File: config.mk
export PLATFORM = sky130hd
export DESIGN_NAME = lsb_poller
export DESIGN_NICKNAME = d
export VERILOG_FILES = /design/src/rtl/lsb_pkg.sv /design/src/rtl/lsb_poller_poll_timer.sv /design/src/rtl/lsb_poller.sv
export SDC_FILE = /design/constraint.sdc
export NUM_CORES = 1
export LEC_CHECK = 0
export CORE_AREA = 2 2 85 87
export DETAILED_ROUTE_END_ITERATION = 8
export DIE_AREA = 0 0 87 89
export GPL_ROUTABILITY_DRIVEN = 0
export PLACE_DENSITY = 0.7
export SETUP_SLACK_MARGIN = 0.3
export SLEW_MARGIN = 20
export SYNTH_ARGS = -nofsm -noshare
export SYNTH_HDL_FRONTEND = slang
export SYNTH_SLANG_ARGS = --single-unit
File: constraint.sdc
create_clock -name clk -period 1.73 [get_ports clk]
set_input_delay 0.173 -clock clk [delete_from_list [all_inputs] [get_ports clk]]
set_output_delay 0.173 -clock clk [all_outputs]
set_load 0.02 [all_outputs]
File: src/rtl/lsb_pkg.sv
// Shared definitions for the LED/switch/button poller: FSM encoding and the
// layout of the device status word.
package lsb_pkg;

   typedef enum logic [1:0] {
      IDLE  = 2'd0,
      WRITE = 2'd1,
      READ  = 2'd2
   } state_e;

   localparam int BTN_LSB = 8;
   localparam int SWI_LSB = 0;
   localparam int FIELD_W = 4;

   // Packs the device status word into {btn, swi}.
   function automatic logic [7:0] status_of(input logic [31:0] din);
      return {din[BTN_LSB +: FIELD_W], din[SWI_LSB +: FIELD_W]};
   endfunction

endpackage

File: src/rtl/lsb_poller_poll_timer.sv
// Free-running PERIOD down-counter; tick is high in the cycle the count sits at
// zero with enable set. Disabling parks the count at PERIOD-1.
module poll_timer #(
   parameter int PERIOD = 50000
) (
   input  logic clk,
   input  logic rst,
   input  logic enable,
   output logic tick
);

   localparam int CW = $clog2(PERIOD);
   localparam logic [CW-1:0] RELOAD = CW'(PERIOD - 1);

   logic [CW-1:0] cnt_q, cnt_d;

   always_comb begin
      tick  = 1'b0;
      cnt_d = cnt_q;
      if (!enable) begin
         cnt_d = RELOAD;
      end else if (cnt_q == '0) begin
         tick  = 1'b1;
         cnt_d = RELOAD;
      end else begin
         cnt_d = cnt_q - 1'b1;
      end
   end

   always_ff @(posedge clk) begin
      if (!rst) cnt_q <= RELOAD;
      else      cnt_q <= cnt_d;
   end

endmodule

File: src/rtl/lsb_poller.sv
// Bus initiator for the LED/switch/button device: periodic status polling with
// change events, forwarded LED writes, and a per-transaction ack timeout.
// Bus handshake: a transaction holds bus_stb high until bus_ack is sampled high
// at a clock edge (or the timeout expires); bus_we/bus_dout are stable meanwhile.
module lsb_poller
   import lsb_pkg::*;
#(
   parameter int PERIOD  = 50000,
   parameter int TIMEOUT = 15
) (
   input  logic        clk,
   input  logic        rst,
   input  logic        enable,
   input  logic [7:0]  led_val,
   input  logic        led_wr,
   output logic        bus_stb,
   output logic        bus_we,
   output logic [7:0]  bus_dout,
   input  logic [31:0] bus_din,
   input  logic        bus_ack,
   output logic [7:0]  sample,
   output logic        valid,
   output logic        evt,
   output logic [7:0]  chg_mask,
   output logic        err,
   input  logic        err_clr
);

   localparam int TW = $clog2(TIMEOUT + 1);
   localparam logic [TW-1:0] TMO_LIM = TW'(TIMEOUT);

   state_e        state_q, state_d;
   logic          stb_q, stb_d;
   logic          we_q, we_d;
   logic [7:0]    dout_q, dout_d;
   logic [7:0]    sample_q, sample_d;
   logic          valid_q, valid_d;
   logic          evt_q, evt_d;
   logic [7:0]    chg_q, chg_d;
   logic          err_q, err_d;
   logic [TW-1:0] tmo_q, tmo_d;
   logic          wr_pend_q, wr_pend_d;
   logic [7:0]    wr_val_q, wr_val_d;
   logic          poll_pend_q, poll_pend_d;

   logic          tick;
   logic [7:0]    new_sample;
   logic [TW-1:0] tmo_inc;
   logic          unused_din;

   assign unused_din = ^{bus_din[31:12], bus_din[7:4]};

   poll_timer #(.PERIOD(PERIOD)) u_timer (
      .clk    (clk),
      .rst    (rst),
      .enable (enable),
      .tick   (tick)
   );

   always_comb begin
      state_d     = state_q;
      stb_d       = stb_q;
      we_d        = we_q;
      dout_d      = dout_q;
      sample_d    = sample_q;
      valid_d     = valid_q;
      evt_d       = 1'b0;
      chg_d       = chg_q;
      err_d       = err_q;
      tmo_d       = tmo_q;
      wr_pend_d   = wr_pend_q;
      wr_val_d    = wr_val_q;
      poll_pend_d = poll_pend_q;
      new_sample  = status_of(bus_din);
      tmo_inc     = tmo_q + 1'b1;

      if (err_clr) err_d = 1'b0;

      case (state_q)
         IDLE: begin
            if (wr_pend_q) begin
               state_d = WRITE;
               stb_d   = 1'b1;
               we_d    = 1'b1;
               dout_d  = wr_val_q;
               tmo_d   = '0;
            end else if (poll_pend_q) begin
               state_d = READ;
               stb_d   = 1'b1;
               we_d    = 1'b0;
               tmo_d   = '0;
            end
         end
         WRITE, READ: begin
            if (bus_ack) begin
               stb_d   = 1'b0;
               we_d    = 1'b0;
               state_d = IDLE;
               if (state_q == WRITE) begin
                  wr_pend_d = 1'b0;
               end else begin
                  sample_d    = new_sample;
                  valid_d     = 1'b1;
                  poll_pend_d = 1'b0;
                  if (valid_q && (new_sample != sample_q)) begin
                     evt_d = 1'b1;
                     chg_d = new_sample ^ sample_q;
                  end
               end
            end else if (tmo_inc == TMO_LIM) begin
               // Pending flag is left set so the same transaction is retried.
               stb_d   = 1'b0;
               we_d    = 1'b0;
               state_d = IDLE;
               err_d   = 1'b1;
            end else begin
               tmo_d = tmo_inc;
            end
         end
         default: state_d = IDLE;
      endcase

      // New requests land after completion so a same-cycle request survives.
      if (tick)   poll_pend_d = 1'b1;
      if (led_wr) begin
         wr_pend_d = 1'b1;
         wr_val_d  = led_val;
      end
   end

   always_ff @(posedge clk) begin
      if (!rst) begin
         state_q     <= IDLE;
         stb_q       <= 1'b0;
         we_q        <= 1'b0;
         dout_q      <= '0;
         sample_q    <= '0;
         valid_q     <= 1'b0;
         evt_q       <= 1'b0;
         chg_q       <= '0;
         err_q       <= 1'b0;
         tmo_q       <= '0;
         wr_pend_q   <= 1'b0;
         wr_val_q    <= '0;
         poll_pend_q <= 1'b0;
      end else begin
         state_q     <= state_d;
         stb_q       <= stb_d;
         we_q        <= we_d;
         dout_q      <= dout_d;
         sample_q    <= sample_d;
         valid_q     <= valid_d;
         evt_q       <= evt_d;
         chg_q       <= chg_d;
         err_q       <= err_d;
         tmo_q       <= tmo_d;
         wr_pend_q   <= wr_pend_d;
         wr_val_q    <= wr_val_d;
         poll_pend_q <= poll_pend_d;
      end
   end

   assign bus_stb  = stb_q;
   assign bus_we   = we_q;
   assign bus_dout = dout_q;
   assign sample   = sample_q;
   assign valid    = valid_q;
   assign evt      = evt_q;
   assign chg_mask = chg_q;
   assign err      = err_q;

endmodule

==> impl_metrics.py <==
metrics = {
    "synthesis": {
        "synthArstFlopShare_pct": 0,
        "synthesis.area_sq_um": 2660,
        "synth_ff_type": "dfxtp_1",
        "synth_edf_count": 0,
        "synthCells": 301,
        "synth.avg_cell_area_sq_um": 8.85,
        "synth_seq_cells": 61,
        "synthesis.nets": 353,
        "yosysWarnings": 0,
        "ys_types": 47,
        "ys_seq_area_share_pct": 45.9,
    },
    "critical_path": {
        "cp_slowest_cell": "dfxtp_4",
        "r2r_slack_ps": 50,
        "worst-path-max-fanout": 4,
        "path_cells": "ha_4, nand2b_4, o41ai_4, a31oi_4, buf_6, o311a_1",
        "crit_type": "register to register",
        "cp-end-kind": "register",
        "cp.arrival_ps": 1900,
        "crit_path_start_kind": "register",
        "worstPathRequired_ps": 1960,
        "max_stage_delay_ps": 370,
    },
    "timing": {
        "maxSlewViolCount": 0,
        "setup_viol": 0,
        "worst_slew_pin_slew_ps": 524,
        "fmax_ghz": 0.597,
        "fin_crit_ps": 1680,
        "clock-skew-final_ps": 8.80,
        "finalHoldViolCount": 0,
        "rsz0062_at_grt": "yes",
        "tns_ps": 0,
        "timing.final.crit_share_pct": 96.9,
        "setup_ws_ps": 53.6,
        "maxSlewHeadroom_pct": 65.0,
    },
    "routing": {
        "via_per_inst": 4.91,
        "wirelength_um": 6200,
        "drc": 0,
        "first_pass_iters": 4,
        "wire_per_inst_um": 13.1,
        "ant_nets": 0,
        "drt-initial-drc-count": 76,
        "num_vias": 2325,
    },
    "die": {
        "dieHeight_um": 89,
        "ioPinCount": 75,
        "die_x_um": 87,
        "fp.dieArea_sq_um": 7740,
        "std_cell_rows": 30,
        "start_util_pct": 39.6,
        "core_area_sq_um": 6720,
    },
    "clocking": {
        "ctsHoldBuffers": 0,
        "clk_latency_ps": 340,
        "clk_pin_slew_ps": 70,
        "cts_root_buf": "clkbuf_8",
        "clk_path_buf_depth": 2,
        "htree_levels": 3,
        "cts.sinks": 61,
        "numCtsBuffers": 9,
        "tritoncts": "done",
    },
    "cells_and_area": {
        "diodes": 0,
        "post-route-util_pct": 59.0,
        "fin_cells": 474,
        "drive_gt1_share_pct": 30.5,
        "n_fill_cell": 584,
        "area_delta_synth_final_pct": 48.8,
        "nets": 441,
        "design_area_sq_um": 3960,
    },
    "pwr": {
        "p_int_w": 0.00249,
        "swShare_pct": 31.2,
        "peakVddDrop_v": 0.000513,
        "seqPwrFrac_pct": 43.4,
        "power.leakage_nw": 1.63,
        "clkPwrFrac_pct": 30.7,
        "p_switching_w": 0.00113,
        "comb_power_share_pct": 25.9,
        "power_density_nw_per_um2": 914,
    },
    "placement": {
        "io_buffers": 50,
        "dpl_cell_area_sq_um": 3450,
        "hpwlAfterDp_um": 3950,
        "dp.cells": 440,
        "place_ws_ps": -84.5,
    },
    "grt": {
        "grt_pass1_vias": 2236,
        "overflow": 0,
        "grt_usage_pct": 16.7,
        "grt_antenna_before_repair": 0,
        "grt_max_degree": 58,
        "grt_pass1_wl_um": 10200,
    },
    "flow_run": {
        "cap_violations": 0,
    },
    "status": {
        "outcome": "finished, final reports clean",
    },
    "hold_path": {
        "hp-class": "primary input to register",
    },
}
-- cells in the final DEF (no fill, tap or decap), drive strengths merged, types with 9 or more instances in the layout --
cell	instances
clkbuf	9
nor2b	14
xor2	13
inv	9
nor2	25
nand2	64
a31o	9
clkdlybuf4s50	20
buf	40
dfxtp	61
dlygate4sd2	29
a21boi	16
-- worst paths after layout --
path	to	depth (start not counted)	from
hold reg to reg	u_timer.cnt_q[0]$_SDFF_PP1_	1	u_timer.cnt_q[0]$_SDFF_PP1_
hold / removal	u_timer.cnt_q[10]$_SDFF_PP0_	4	rst
setup reg to reg	bus_stb$_SDFFE_PN0P_	6	tmo_q[0]$_SDFFE_PN0P_
setup / recovery	bus_stb$_SDFFE_PN0P_	6	tmo_q[0]$_SDFFE_PN0P_
-- cell usage after synthesis (2+ instances only) --
library cell / number / area, sq um
a21boi_0: 16 / 120
a21oi_1: 6 / 30.0
a31o_1: 8 / 70.1
and2_1: 2 / 12.5
and3b_1: 2 / 17.5
clkbuf_1: 9 / 33.8
dfxtp_1: 61 / 1220
ha_1: 6 / 75.1
inv_1: 8 / 30.0
mux2i_1: 8 / 80.1
nand2_1: 64 / 240
nand2b_1: 3 / 18.8
nand3_1: 5 / 25.0
nand4_1: 2 / 12.5
nor2_1: 24 / 90.1
nor2b_1: 14 / 87.6
nor3_1: 6 / 30.0
nor4_1: 5 / 31.3
o21ai_0: 3 / 15.0
o22ai_1: 2 / 12.5
o31ai_1: 2 / 15.0
xnor2_1: 8 / 70.1
xor2_1: 13 / 114
-- cell families (layout without fill, tap and decap cells) --
logic type | count (synthesis) | in the layout | synth area share [%]
AOI/OAI and AO/OA | 49 | 49 | 13.9
xor gates and xnor gates | 21 | 21 | 6.91
adders and majority gates | 6 | 6 | 2.82
buffers and inverters | 20 | 113 | 3.29
DFF | 61 | 61 | 45.9
muxes | 8 | 8 | 3.01
and+or+nand+nor | 136 | 136 | 24.2
-- critical path, delay by kind of cell, from the launching register on --
family | cells | cell delay (ps)
compound gates | 3 | 710
buf+inv | 1 | 170
fa+ha+maj | 1 | 160
flops | 1 | 370
simple gates | 1 | 140
-- power by group through the flow --
stage / clock, W / combinational [W] / sequential [W]
floorplan: 0 / 0.000418 / 0.00164
global placement: 0 / 0.000774 / 0.00160
detailed placement: 0 / 0.000785 / 0.00160
CTS: 0.00115 / 0.000859 / 0.00157
global route: 0.00123 / 0.00102 / 0.00158
finish: 0.00111 / 0.000939 / 0.00157
-- layout make-up --
cell class              count  area [sq um]  area share (%)
clock buffers               9           124            3.13
flip-flops and latches     61          1250            31.5
repair buffers             89           778            19.6
inverters                   8          30.0           0.758
well taps                  80           100            2.53
multi-input cells         220          1630            41.2
clock inverters             7          51.3            1.30
-- through the flow --
stage          power [W]  hold slack, ps
6_report         0.00362             328
5_1_grt          0.00383             343
4_1_cts          0.00359             300
3_5_place_dp     0.00239             416
3_3_place_gp     0.00238             395
2_1_floorplan    0.00206             245
-- registers in the layout, summed over array words and instances, names as in the netlist, 2 cells and up --
signal	cells
u_timer.cnt_q	16
bus_dout	8
chg_mask	8
sample	8
wr_val_q	8
tmo_q	4
state_q	2
-- routing by layer --
metal	wire length [um]	share of wire, %	global-route usage (%)
met1	2640	43	20.1
met2	3160	51	27.5
met3	340	5.5	5.54
met4	54	0.87	6.96
met5	0	0	0
-- repair_timing --
item	CTS	global route
setup buffers	11	7
setup endpoints to repair	61	41
endpoints found under the hold margin	0	0
cloned	0	0
gates resized for setup	52	33
pin swaps	12	17
Power figures use the tool's default switching activity.
